===== src/rtl/equilibrium_pkg.sv =====
// equilibrium_pkg: game state encoding shared by the control unit, the datapath and the display decoder.
package equilibrium_pkg;
    localparam int DB_W = 4;
    localparam logic [DB_W-1:0] ST_CALIBRA   = 4'd0;
    localparam logic [DB_W-1:0] ST_CAL_ERR   = 4'd1;
    localparam logic [DB_W-1:0] ST_SEL_NIVEL = 4'd2;
    localparam logic [DB_W-1:0] ST_PREP      = 4'd3;
    localparam logic [DB_W-1:0] ST_GEN_NEXT  = 4'd4;
    localparam logic [DB_W-1:0] ST_JOGA      = 4'd5;
    localparam logic [DB_W-1:0] ST_PAUSA     = 4'd6;
    localparam logic [DB_W-1:0] ST_FIM       = 4'd7;
    typedef enum logic [DB_W-1:0] {
        CALIBRA   = ST_CALIBRA,
        CAL_ERR   = ST_CAL_ERR,
        SEL_NIVEL = ST_SEL_NIVEL,
        PREP      = ST_PREP,
        GEN_NEXT  = ST_GEN_NEXT,
        JOGA      = ST_JOGA,
        PAUSA     = ST_PAUSA,
        FIM       = ST_FIM
    } state_t;
endpackage


===== src/rtl/em_cycle_counter.sv =====
// em_cycle_counter: saturating cycle counter; done is high once MAX cycles have been counted.
module em_cycle_counter #(
    parameter int MAX = 2
) (
    input  logic clock,
    input  logic reset,
    input  logic clear,
    input  logic enable,
    output logic done
);
    localparam int W = MAX > 1 ? $clog2(MAX) : 1;
    localparam logic [W-1:0] LAST = W'(MAX - 1);
    logic [W-1:0] cnt_q;
    always_ff @(posedge clock or negedge reset)
        if (!reset) cnt_q <= '0;
        else if (clear) cnt_q <= '0;
        else if (enable && !done) cnt_q <= cnt_q + 1'b1;
    assign done = cnt_q == LAST;
endmodule


===== src/rtl/equilibrium_game_uc.sv =====
// equilibrium_game_uc: game sequencer -- calibration, level select, prep timer, move request, play,
// round/hit scoring with automatic level promotion and win/loss verdict.
module equilibrium_game_uc
    import equilibrium_pkg::*;
#(
    parameter int NUM_LEVELS       = 4,
    parameter int ROUNDS_PER_LEVEL = 8,
    parameter int PASS_HITS        = 6,
    parameter int PREP_CYCLES      = 1000,
    parameter int CAL_TIMEOUT      = 50_000_000,
    localparam int LW = NUM_LEVELS > 2 ? $clog2(NUM_LEVELS) : 1,
    localparam int RW = $clog2(ROUNDS_PER_LEVEL + 1)
) (
    input  logic            clock,
    input  logic            reset,
    input  logic            start_game,
    input  logic [LW-1:0]   nivel_sel,
    input  logic            sensor_fim_curso,
    input  logic            ponto_evento,
    input  logic            ponto_acerto,
    input  logic            pause_req,
    input  logic            abort,
    output logic            gerar_nova_jogada,
    output logic            fade_trigger,
    output logic            trava_servo,
    output logic            calib,
    output logic            cal_erro,
    output logic            external,
    output logic            game_over,
    output logic            venceu,
    output logic [LW-1:0]   nivel_atual,
    output logic [RW-1:0]   rodada,
    output logic [RW-1:0]   acertos,
    output logic [DB_W-1:0] db_estado
);
    localparam logic [LW-1:0] TOP_LVL = LW'(NUM_LEVELS - 1);
    localparam logic [RW-1:0] RPL     = RW'(ROUNDS_PER_LEVEL);
    localparam logic [RW-1:0] PASS    = RW'(PASS_HITS);

    state_t        state_q, ret_q;
    logic [LW-1:0] nivel_q;
    logic [RW-1:0] rodada_q, acertos_q, rodada_d, acertos_d;
    logic          venceu_q, fade_q;
    logic          prep_done, cal_done, abort_ok, last_round, passed;
    logic [LW-1:0] sel_clamped;

    assign rodada_d    = rodada_q + 1'b1;
    assign acertos_d   = acertos_q + RW'(ponto_acerto);
    assign last_round  = rodada_d >= RPL;
    assign passed      = acertos_d >= PASS;
    assign sel_clamped = nivel_sel > TOP_LVL ? TOP_LVL : nivel_sel;
    assign abort_ok    = abort && state_q != CALIBRA && state_q != CAL_ERR;

    // Prep timer holds its count through PAUSA so a paused preparation resumes where it stopped.
    em_cycle_counter #(.MAX(PREP_CYCLES)) u_prep (
        .clock (clock),
        .reset (reset),
        .clear (state_q != PREP && state_q != PAUSA),
        .enable(state_q == PREP),
        .done  (prep_done)
    );

    em_cycle_counter #(.MAX(CAL_TIMEOUT)) u_cal (
        .clock (clock),
        .reset (reset),
        .clear (state_q != CALIBRA),
        .enable(state_q == CALIBRA),
        .done  (cal_done)
    );

    always_ff @(posedge clock or negedge reset) begin
        if (!reset) begin
            state_q   <= CALIBRA;
            ret_q     <= PREP;
            nivel_q   <= '0;
            rodada_q  <= '0;
            acertos_q <= '0;
            venceu_q  <= 1'b0;
            fade_q    <= 1'b0;
        end else begin
            fade_q <= state_q == GEN_NEXT && !abort_ok;
            if (abort_ok) begin
                state_q   <= SEL_NIVEL;
                rodada_q  <= '0;
                acertos_q <= '0;
                venceu_q  <= 1'b0;
            end else if (state_q == JOGA && ponto_evento) begin
                if (!last_round) begin
                    state_q   <= PREP;
                    rodada_q  <= rodada_d;
                    acertos_q <= acertos_d;
                end else if (passed && nivel_q != TOP_LVL) begin
                    state_q   <= PREP;
                    nivel_q   <= nivel_q + 1'b1;
                    rodada_q  <= '0;
                    acertos_q <= '0;
                end else begin
                    state_q   <= FIM;
                    venceu_q  <= passed;
                    rodada_q  <= rodada_d;
                    acertos_q <= acertos_d;
                end
            end else if (pause_req && (state_q == PREP || state_q == JOGA)) begin
                ret_q   <= state_q;
                state_q <= PAUSA;
            end else begin
                case (state_q)
                    CALIBRA:   if (sensor_fim_curso) state_q <= SEL_NIVEL;
                               else if (cal_done) state_q <= CAL_ERR;
                    CAL_ERR:   if (start_game) state_q <= CALIBRA;
                    SEL_NIVEL: if (start_game) begin
                        state_q   <= PREP;
                        nivel_q   <= sel_clamped;
                        rodada_q  <= '0;
                        acertos_q <= '0;
                        venceu_q  <= 1'b0;
                    end
                    PREP:      if (prep_done) state_q <= GEN_NEXT;
                    GEN_NEXT:  state_q <= JOGA;
                    JOGA:      state_q <= JOGA;
                    PAUSA:     if (!pause_req) state_q <= ret_q;
                    FIM:       if (start_game) state_q <= SEL_NIVEL;
                    default:   state_q <= CALIBRA;
                endcase
            end
        end
    end

    assign gerar_nova_jogada = state_q == GEN_NEXT;
    assign fade_trigger      = fade_q;
    assign trava_servo       = state_q == SEL_NIVEL || state_q == PAUSA || state_q == FIM;
    assign calib             = state_q == CALIBRA;
    assign cal_erro          = state_q == CAL_ERR;
    assign external          = state_q == PREP || state_q == GEN_NEXT || state_q == JOGA;
    assign game_over         = state_q == FIM;
    assign venceu            = venceu_q;
    assign nivel_atual       = nivel_q;
    assign rodada            = rodada_q;
    assign acertos           = acertos_q;
    assign db_estado         = state_q;
endmodule


===== config.mk =====
export PLATFORM = sky130hd
export DESIGN_NAME = equilibrium_game_uc
export DESIGN_NICKNAME = d
export VERILOG_FILES = /design/src/rtl/equilibrium_pkg.sv /design/src/rtl/em_cycle_counter.sv /design/src/rtl/equilibrium_game_uc.sv
export SDC_FILE = /design/constraint.sdc
export NUM_CORES = 1
export LEC_CHECK = 0
export ABC_AREA = 1
export CELL_PAD_IN_SITES_DETAIL_PLACEMENT = 1
export CELL_PAD_IN_SITES_GLOBAL_PLACEMENT = 2
export CORE_MARGIN = 2
export CORE_UTILIZATION = 33
export CTS_CLUSTER_SIZE = 20
export DETAILED_ROUTE_END_ITERATION = 10
export GPL_TIMING_DRIVEN = 0
export PLACE_DENSITY = 0.89
export SLEW_MARGIN = 20
export SYNTH_ARGS = -nofsm -noshare
export SYNTH_HDL_FRONTEND = slang
export SYNTH_SLANG_ARGS = --single-unit

===== constraint.sdc =====
create_clock -name clock -period 2.1 [get_ports clock]
set_input_delay 0.315 -clock clock [delete_from_list [all_inputs] [get_ports clock]]
set_output_delay 0.315 -clock clock [all_outputs]
set_load 0.005 [all_outputs]

==> flow_summary.toml, run 1 <==
[setup_path]
crit_path_end_kind = "primary output"
required_ns = 1.78
cp-start-kind = "register"
crit_path_max_fanout = 5
arrival_ns = 1.71
worstSetupPathType = "register to primary output"

[synthesis]
synth_ff_type = "dfrtp_1"
yosysTopAreaCellShare_pct = 40.4
syn_inst = 444
yosys-top-cells-count = "nand2_1 (106), nor2_1 (61), dfrtp_1 (54), inv_1 (51), nand3_1 (36)"
avgSynthCellArea_sq_um = 7.54
synth_enable_flop_cells = 0
synth_nets = 460
synth.area.top_cells = "dfrtp_1 (40%), nand2_1 (12%), nor2_1 (6.8%), inv_1 (5.7%), nand3_1 (5.4%)"
synth.largest_area_cell = "dfrtp_1"
yosysSeqAreaShare_pct = 41.9
synth_seq_cells = 56
postSynth.asyncResetShare_pct = 100
synthesis.area_sq_mm = 0.00335
synth_most_common_cell = "nand2_1"
yosys_warnings = 0
synth.distinct_cells = 38

[cts]
numClockSinks = 56
clk_pin_slew_worst_paths_ns = 0.11
clk_latency_ns = 0.34
cts_buffer_depth = 2
cts_tree = "done"
cts_root_buffer = "clkbuf_8"
cts-htree-levels = 2
cts_buffers = 5

[run]
maxCapViolations = 0

[power_and_ir_drop]
finalPower_w = 0.00345
p_per_area_mw_per_mm2 = 845
p_leak_nw = 1.76
peakVddDrop_mv = 0.564

[floorplan]
start_util_pct = 34.1
io_pins = 32
core_sq_mm = 0.00982
die_w_um = 105
dieArea_sq_mm = 0.0110
die_h_um = 105
placementRows = 36

[routing]
drt-pass1-iter-count = 4
vias_per_cell = 4.98
routedWlPerCell_um = 15.0
wl_mm = 9.39
ant_nets = 0
drtIter0Drc = 114
drc = 0
vias = 3118

[timing]
fin_crit_sh_pct = 96.3
finalSetupViolCount = 0
fin_setup_tns_ns = 0
fmax_ghz = 0.494
slew_headroom_pct = 65.1
hold_viol = 0
layout_setup_ws_ns = 0.0774
worstMarginPinSlew_ns = 0.523
skew_ns = 0.00791
fin_crit_ns = 2.02
slew_violations = 0

[global_route]
grt_max_degree = 43
grt-ovfl-total = 0
antenna_found_initial = 0
grt_pass1_vias = 3284
gr-usage-all-layers_pct = 18.2
grt_pass1_wl_mm = 16.1

[final_layout]
layout.nets = 508
fin_area_sq_mm = 0.00408
utilization_pct = 41.6
drive_gt1_share_pct = 14.6
fill_cells = 1267
area_growth_syn_to_layout_pct = 22.0
antenna_cells = 0

[placement]
port_buffers = 31
post-place-ws_ns = -0.197
dp_hpwl_mm = 7.21
dpl_cell_area_sq_mm = 0.00385
gp_congestion = 0.856

[hold_path]
hold_path.class = "primary input to async pin"

[outcome]
status = "finished, final reports clean"
-- placed cells by master (no fill, tap or decap), types with 2 or more instances in the layout --
cell,n
xor2_1,9
o21ai_0,12
ha_1,5
o22ai_1,4
nand3_1,35
nor2_1,56
o21ai_2,2
xnor2_1,6
nand2_4,5
nand2_1,103
inv_2,7
nor3_2,4
nor2_2,3
nand2_2,9
o21ai_1,9
clkbuf_8,5
inv_1,49
a21oi_1,12
nand4_1,12
dfrtp_1,50
nor3_1,12
nor2_4,6
dfrtp_2,4
o31ai_1,5
clkdlybuf4s50_1,29
clkinv_2,2
dfstp_2,2
buf_4,10
a31oi_1,4
a21oi_4,2
-- path summary, 6_finish.rpt --
kind | to | depth (start not counted) | startpoint | slack [ns]
max | external | 4 | db_estado[3] | 0.08
min | u_cal.cnt_q[14] | 2 | reset | 0.37
max reg2reg | db_estado[2] | 11 | acertos[0] | 0.23
min reg2reg | u_prep.cnt_q[6] | 1 | u_prep.cnt_q[6] | 0.50
max in group asynchronous | ret_q[1] | 3 | reset | 1.20
min in group clock | u_prep.cnt_q[6] | 1 | u_prep.cnt_q[6] | 0.50
-- metal layers --
layer  vias to the layer above  GRT usage [%]  share of wire (%)
met1                      1513           24.5                 49
met3                        12           4.24                3.6
met4                         0           5.71                1.9
met5                         -              0                  0
met2                        45           29.2                 46
li1                       1548              -                  -
-- through the flow --
step	instances	hold WS [ns]
CTS	619	0.371
floorplan	444	0.0194
global placement	608	0.472
finish	626	0.367
global route	626	0.391
detailed placement	609	0.203
-- worst max-delay path, stage by stage (launching register included) --
cell and delay, ns:
dfrtp_2 0.49, nor2_4 0.16, nand2_2 0.11, nand2_1 0.10
clkdlybuf4s50_1 0.51
-- registers in the layout, summed over array words and instances (netlist names) --
signal,count
venceu,1
u_cal.cnt_q,26
acertos,4
ret_q,4
rodada,4
nivel_atual,2
fade_trigger,1
u_prep.cnt_q,10
db_estado,4
-- kinds of logic after synthesis --
kind of cell,after synthesis,synth area share [%]
compound gates,55,10.6
flops,56,41.9
xor+xnor,15,3.93
buf+inv,61,6.99
simple gates,251,34.3
fa+ha+maj,6,2.24
-- area by class of cell --
class	instances	area (sq um)	share of cell area, %
clock inverter	3	22.5	0.552
tap	133	166	4.08
inverter	59	233	5.70
clock buffer	5	68.8	1.69
sequential	56	1410	34.5
buffer	1	3.75	0.0919
timing repair buffer	42	415	10.2
multi-input combinational	327	1760	43.2
-- where the power goes --
part	leakage (nW)	internal [W]	switching (W)	total (W)
Clock	0.0485	0.000241	0.000413	0.000654
Sequential	0.758	0.00121	0.000120	0.00133
Combinational	0.958	0.000592	0.000875	0.00147
-- repair_timing --
item                                    4_1_cts  5_1_grt
endpoints found under the setup margin        5       11
pin swaps                                     0        2
gates resized for setup                      19        7
hold buffers                                  1        0
buffers inserted                              2        7
hold endpoints to repair                     14        0
(Power assumes the default switching activity.)
==> inputs of run 2 (changes only) <==
--- a/config.mk
+++ b/config.mk
@@ -5,15 +5,14 @@
 export SDC_FILE = /design/constraint.sdc
 export NUM_CORES = 1
 export LEC_CHECK = 0
-export ABC_AREA = 1
 export CELL_PAD_IN_SITES_DETAIL_PLACEMENT = 1
 export CELL_PAD_IN_SITES_GLOBAL_PLACEMENT = 2
 export CORE_MARGIN = 2
-export CORE_UTILIZATION = 33
-export CTS_CLUSTER_SIZE = 20
+export CORE_UTILIZATION = 36
+export CTS_CLUSTER_SIZE = 40
 export DETAILED_ROUTE_END_ITERATION = 10
 export GPL_TIMING_DRIVEN = 0
-export PLACE_DENSITY = 0.89
+export PLACE_DENSITY = 0.9
 export SLEW_MARGIN = 20
 export SYNTH_ARGS = -nofsm -noshare
 export SYNTH_HDL_FRONTEND = slang
==> flow_summary.toml, run 2 <==
[setup_path]
arrival_ns = 2.32
required_ns = 2.30
crit_path_end_kind = "register"
cp-start-kind = "register"
reg2reg_slack_ns = -0.02
crit_path_max_fanout = 10
worstSetupPathType = "register to register"
worstReg2RegStart = "db_estado[3]"
crit_start = "db_estado[3]"

[timing]
skew_ns = 0.0109
slew_headroom_pct = 51.6
hold_viol = 0
fin_crit_ns = 2.12
layout_setup_ws_ns = -0.0171
fin_crit_sh_pct = 101
finalSetupViolCount = 1
slew_violations = 0
fin_setup_tns_ns = -0.0171
whs_ns = 0.440
fmax_ghz = 0.472
rsz0062_at_grt = "yes"
worstMarginPinSlew_ns = 0.719

[outcome]
status = "finished with violations"
violations = "setup timing"

[floorplan]
die_h_um = 98.1
io_pins = 32
die_w_um = 98.1
placementRows = 34
dieArea_sq_mm = 0.00962
core_sq_mm = 0.00864
start_util_pct = 36.9

[synthesis]
synth.largest_area_cell = "dfrtp_1"
avgSynthCellArea_sq_um = 9.51
synth_ff_type = "dfrtp_1"
yosys-top-cells-count = "dfrtp_1 (54), nor2_1 (35), xnor2_1 (24), nand2_1 (23), nand3_1 (18)"
syn_inst = 335
postSynth.asyncResetShare_pct = 100
synth_nets = 351
yosysSeqAreaShare_pct = 44.1
synth_enable_flop_cells = 0
synth_seq_cells = 56
yosysTopAreaCellShare_pct = 42.4
synth_most_common_cell = "dfrtp_1"
synthesis.area_sq_mm = 0.00319
yosys_warnings = 0
synth.distinct_cells = 57
synth.area.top_cells = "dfrtp_1 (42%), xnor2_1 (6.6%), nor2_1 (4.1%), nand3_1 (2.8%), nand2_1 (2.7%)"

[global_route]
grt_pass1_wl_mm = 13.9
antenna_found_initial = 0
gr-usage-all-layers_pct = 17.4
grt-ovfl-total = 0
grt_max_degree = 37
grt_pass1_vias = 2807

[routing]
drc = 0
vias = 2690
vias_per_cell = 5.42
drtIter0Drc = 70
drt-pass1-iter-count = 4
wl_mm = 8.14
ant_nets = 0
routedWlPerCell_um = 16.4

[final_layout]
layout.nets = 403
largestRegisters = "u_cal.cnt_q: 26 flops, u_prep.cnt_q: 10 flops"
area_growth_syn_to_layout_pct = 23.8
fill_cells = 991
largest_register = "u_cal.cnt_q"
multi_input_area_sq_mm = 0.00172
layout_common_cells = "dfrtp_1 (52), nor2_1 (35), clkdlybuf4s50_1 (26)"
drive_gt1_share_pct = 14.9
antenna_cells = 0
final_common_cell = "dfrtp_1"
seq_area_sq_mm = 0.00141
largest_reg_flops = 26

[run]
maxCapViolations = 0

[cts]
cts_root_buffer = "clkbuf_8"
cts-htree-levels = 2
cts_buffer_depth = 2
clk_pin_slew_worst_paths_ns = 0.11
cts_buffers = 5
clk_latency_ns = 0.31
numClockSinks = 56
cts_tree = "done"

[placement]
port_buffers = 31
gp_congestion = 0.759
dp_hpwl_mm = 5.60

[power_and_ir_drop]
peakVddDrop_mv = 0.623
p_per_area_mw_per_mm2 = 834
p_leak_nw = 1.57

[hold_path]
hold_path.class = "primary input to async pin"
==> run 2: area by class of cell <==
cell class / instances / area share [%]
Clock buffer: 6 / 1.84
Clock inverter: 2 / 0.889
Sequential cell: 56 / 35.7
Buffer: 13 / 2.60
Multi-Input combinational cell: 252 / 43.5
Timing Repair Buffer: 46 / 10.8
Tap cell: 108 / 3.43
Inverter: 13 / 1.24
==> run 2: power by group <==
part	leakage [nW]	switching [W]	internal, W
Combinational	0.757	0.000706	0.000599
Sequential	0.759	0.0000760	0.00118
Clock	0.0552	0.000368	0.000355
==> run 2: kinds of logic after synthesis <==
| family | after synthesis | synth area share, % |
|---|---|---|
| muxes | 8 | 2.67 |
| adders and majority gates | 6 | 2.36 |
| DFF | 56 | 44.1 |
| buffers and inverters | 27 | 3.89 |
| xor gates and xnor gates | 30 | 8.25 |
| AOI/OAI and AO/OA | 63 | 13.6 |
| and+or+nand+nor | 145 | 25.2 |
==> run 2: layer usage <==
layer	global-route usage, %	part of all wire [%]	wire length [um]	vias to the layer above
li1	-	-	-	1306
met1	23.2	46	3760	1345
met2	30.1	51	4120	35
met3	2.58	2.4	195	4
met4	4.06	0.77	63	0
met5	0	0	0	-
==> run 2: critical path: stages (launching register included) <==
cell     delay (ns)
dfrtp_2        0.46
buf_2          0.21
o32ai_1        0.46
o31ai_1        0.28
a21oi_2        0.24
mux2_1         0.35
==> run 2: final timing paths <==
| check | end | cells past startpoint |
|---|---|---|
| min in group clock | ret_q[0] | 1 |
| min reg2reg | ret_q[0] | 1 |
| max in group asynchronous | ret_q[0] | 3 |
| max | db_estado[2] | 5 |
| min | u_cal.cnt_q[5] | 2 |
| max reg2reg | db_estado[2] | 5 |
==> run 2: repair_timing <==
action,CTS,global route
pin swaps,0,2
resized for setup,23,13
setup buffers,5,8
setup endpoints to repair,14,16
gates cloned,0,0
endpoints found under the hold margin,19,0
hold buffers,1,0
==> run 2: per-stage QoR <==
stage          utilization (%)  std cells  setup WS (ns)  cell area (sq um)  total power (W)
2_1_floorplan                -        335          0.181               3190          0.00197
3_3_place_gp              42.0        474          -1.21               3630          0.00237
3_5_place_dp              42.2        475         -0.339               3650          0.00240
4_1_cts                   44.6        489        0.00974               3850          0.00324
5_1_grt                   45.7        496         -0.149               3940          0.00351
6_report                  45.7        496        -0.0171               3940          0.00329
==> inputs of run 3 (changes only) <==
--- a/config.mk
+++ b/config.mk
@@ -5,14 +5,15 @@
 export SDC_FILE = /design/constraint.sdc
 export NUM_CORES = 1
 export LEC_CHECK = 0
+export ABC_CLOCK_PERIOD_IN_PS = 2500
 export CELL_PAD_IN_SITES_DETAIL_PLACEMENT = 1
 export CELL_PAD_IN_SITES_GLOBAL_PLACEMENT = 2
 export CORE_MARGIN = 2
-export CORE_UTILIZATION = 36
+export CORE_UTILIZATION = 39
 export CTS_CLUSTER_SIZE = 40
 export DETAILED_ROUTE_END_ITERATION = 10
 export GPL_TIMING_DRIVEN = 0
-export PLACE_DENSITY = 0.9
+export PLACE_DENSITY_LB_ADDON = 0.2
 export SLEW_MARGIN = 20
 export SYNTH_ARGS = -nofsm -noshare
 export SYNTH_HDL_FRONTEND = slang
==> constraint.sdc (replaced) <==
create_clock -name clock -period 2.5 [get_ports clock]
set_input_delay 0.375 -clock clock [delete_from_list [all_inputs] [get_ports clock]]
set_output_delay 0.375 -clock clock [all_outputs]
set_load 0.005 [all_outputs]
==> flow_summary.toml, run 3 (synthesis results as in run 2) <==
[final_layout]
antenna_cells = 0
largest_register = "u_cal.cnt_q"
area_growth_syn_to_layout_pct = 18.8
drive_gt1_share_pct = 10.0
layout.nets = 394
final_common_cell = "dfrtp_1"
fin_area_sq_mm = 0.00378
largest_reg_flops = 26
layout_common_cells = "dfrtp_1 (53), nor2_1 (35), clkdlybuf4s50_1 (29)"
largestRegisters = "u_cal.cnt_q: 26 flops, u_prep.cnt_q: 10 flops"

[routing]
drc = 0
drtIter0Drc = 78
vias_per_cell = 5.52
drt-pass1-iter-count = 4
ant_nets = 0
routedWlPerCell_um = 16.5
vias = 2656
wl_mm = 7.95

[floorplan]
start_util_pct = 40.8
io_pins = 32
placementRows = 32
dieArea_sq_mm = 0.00891
die_h_um = 94.4
die_w_um = 94.4
core_sq_mm = 0.00781

[power_and_ir_drop]
peakVddDrop_mv = 0.418
finalPower_w = 0.00257
p_per_area_mw_per_mm2 = 678
p_leak_nw = 1.47

[global_route]
grt_pass1_wl_mm = 13.7
grt_pass1_vias = 2758
grt-ovfl-total = 0
antenna_found_initial = 0
grt_max_degree = 40
gr-usage-all-layers_pct = 19.4

[run]
maxCapViolations = 0

[cts]
cts_tree = "done"
cts-htree-levels = 2
cts_root_buffer = "clkbuf_8"
clk_latency_ns = 0.32
numClockSinks = 56
clk_pin_slew_worst_paths_ns = 0.11
cts_buffers = 5
cts_buffer_depth = 2

[placement]
gp_congestion = 0.780
dp_hpwl_mm = 5.68
post-place-ws_ns = -0.0723
port_buffers = 31
dpl_cell_area_sq_mm = 0.00364

[setup_path]
worstReg2RegStart = "acertos[0]"
worstSetupPathType = "register to primary output"
crit_path_max_fanout = 10
crit_path_end_kind = "primary output"
arrival_ns = 2.01
reg2reg_slack_ns = 0.32
rr_endpoint = "rodada[0]"
reg2reg_depth = 7
cp-start-kind = "register"
required_ns = 2.12

[timing]
fin_setup_tns_ns = 0
fin_crit_ns = 2.39
whs_ns = 0.458
layout_setup_ws_ns = 0.111
slew_violations = 0
fmax_ghz = 0.419
finalSetupViolCount = 0
rsz0062_at_grt = "no"
slew_headroom_pct = 54.6
hold_viol = 0
worstMarginPinSlew_ns = 0.676
skew_ns = 0.0127
fin_crit_sh_pct = 95.6

[hold_path]
hold_path.class = "primary input to async pin"

[outcome]
status = "finished, final reports clean"
[run 3: critical path, cell delays in order (launching register included)]
cell and delay [ns]:
dfrtp_1 0.39, buf_4 0.18, clkbuf_2 0.20, nor4b_2 0.35, clkdlybuf4s50_1 0.57
[run 3: through the flow]
step	std cells	utilization (%)
detailed placement	469	46.6
CTS	482	48.5
global placement	468	46.4
global route	481	48.5
finish	481	48.5
floorplan	335	-
[run 3: layer usage]
metal / track usage [%] / share of wire, % / vias to the layer above
met2: 32.0 / 47 / 27
li1: - / - / 1297
met3: 3.59 / 2.1 / 7
met4: 4.59 / 1.0 / 0
met1: 26.7 / 50 / 1325
met5: 0 / 0 / -
[run 3: worst max path at each step]
stage | start | to | slack, ns | cells after the start
6_report | db_estado[2] | cal_erro | 0.11 | 4
4_1_cts | db_estado[1] | cal_erro | 0.01 | 4
3_5_place_dp | ponto_acerto | rodada[0] | -0.07 | 8
3_3_place_gp | reset | nivel_atual[0] | -0.83 | 1
2_1_floorplan | db_estado[0] | db_estado[2] | 0.58 | 5
5_1_grt | db_estado[2] | cal_erro | 0.05 | 4
[run 3: layout make-up]
| class | instances | area [sq um] |
|---|---|---|
| inverters | 13 | 48.8 |
| flip-flops and latches | 56 | 1410 |
| plain buffers | 13 | 77.6 |
| clock buffers | 5 | 68.8 |
| repair buffers | 37 | 367 |
| well taps | 102 | 128 |
| clock inverters | 3 | 22.5 |
| multi-input cells | 252 | 1670 |
| fillers | 923 | 4020 |
[run 3: timing repair]
| item | 4_1_cts | 5_1_grt |
|---|---|---|
| pin swaps | 1 | 0 |
| buffers inserted | 4 | 0 |
| resized for setup | 5 | 3 |
| hold endpoints to repair | 17 | 0 |
| hold buffers | 1 | 0 |
| setup endpoints to repair | 2 | 3 |
[run 3: power breakdown]
part           internal (W)  switching [W]
Clock              0.000202       0.000323
Combinational      0.000437       0.000550
Sequential         0.000995      0.0000595
Total               0.00163       0.000933
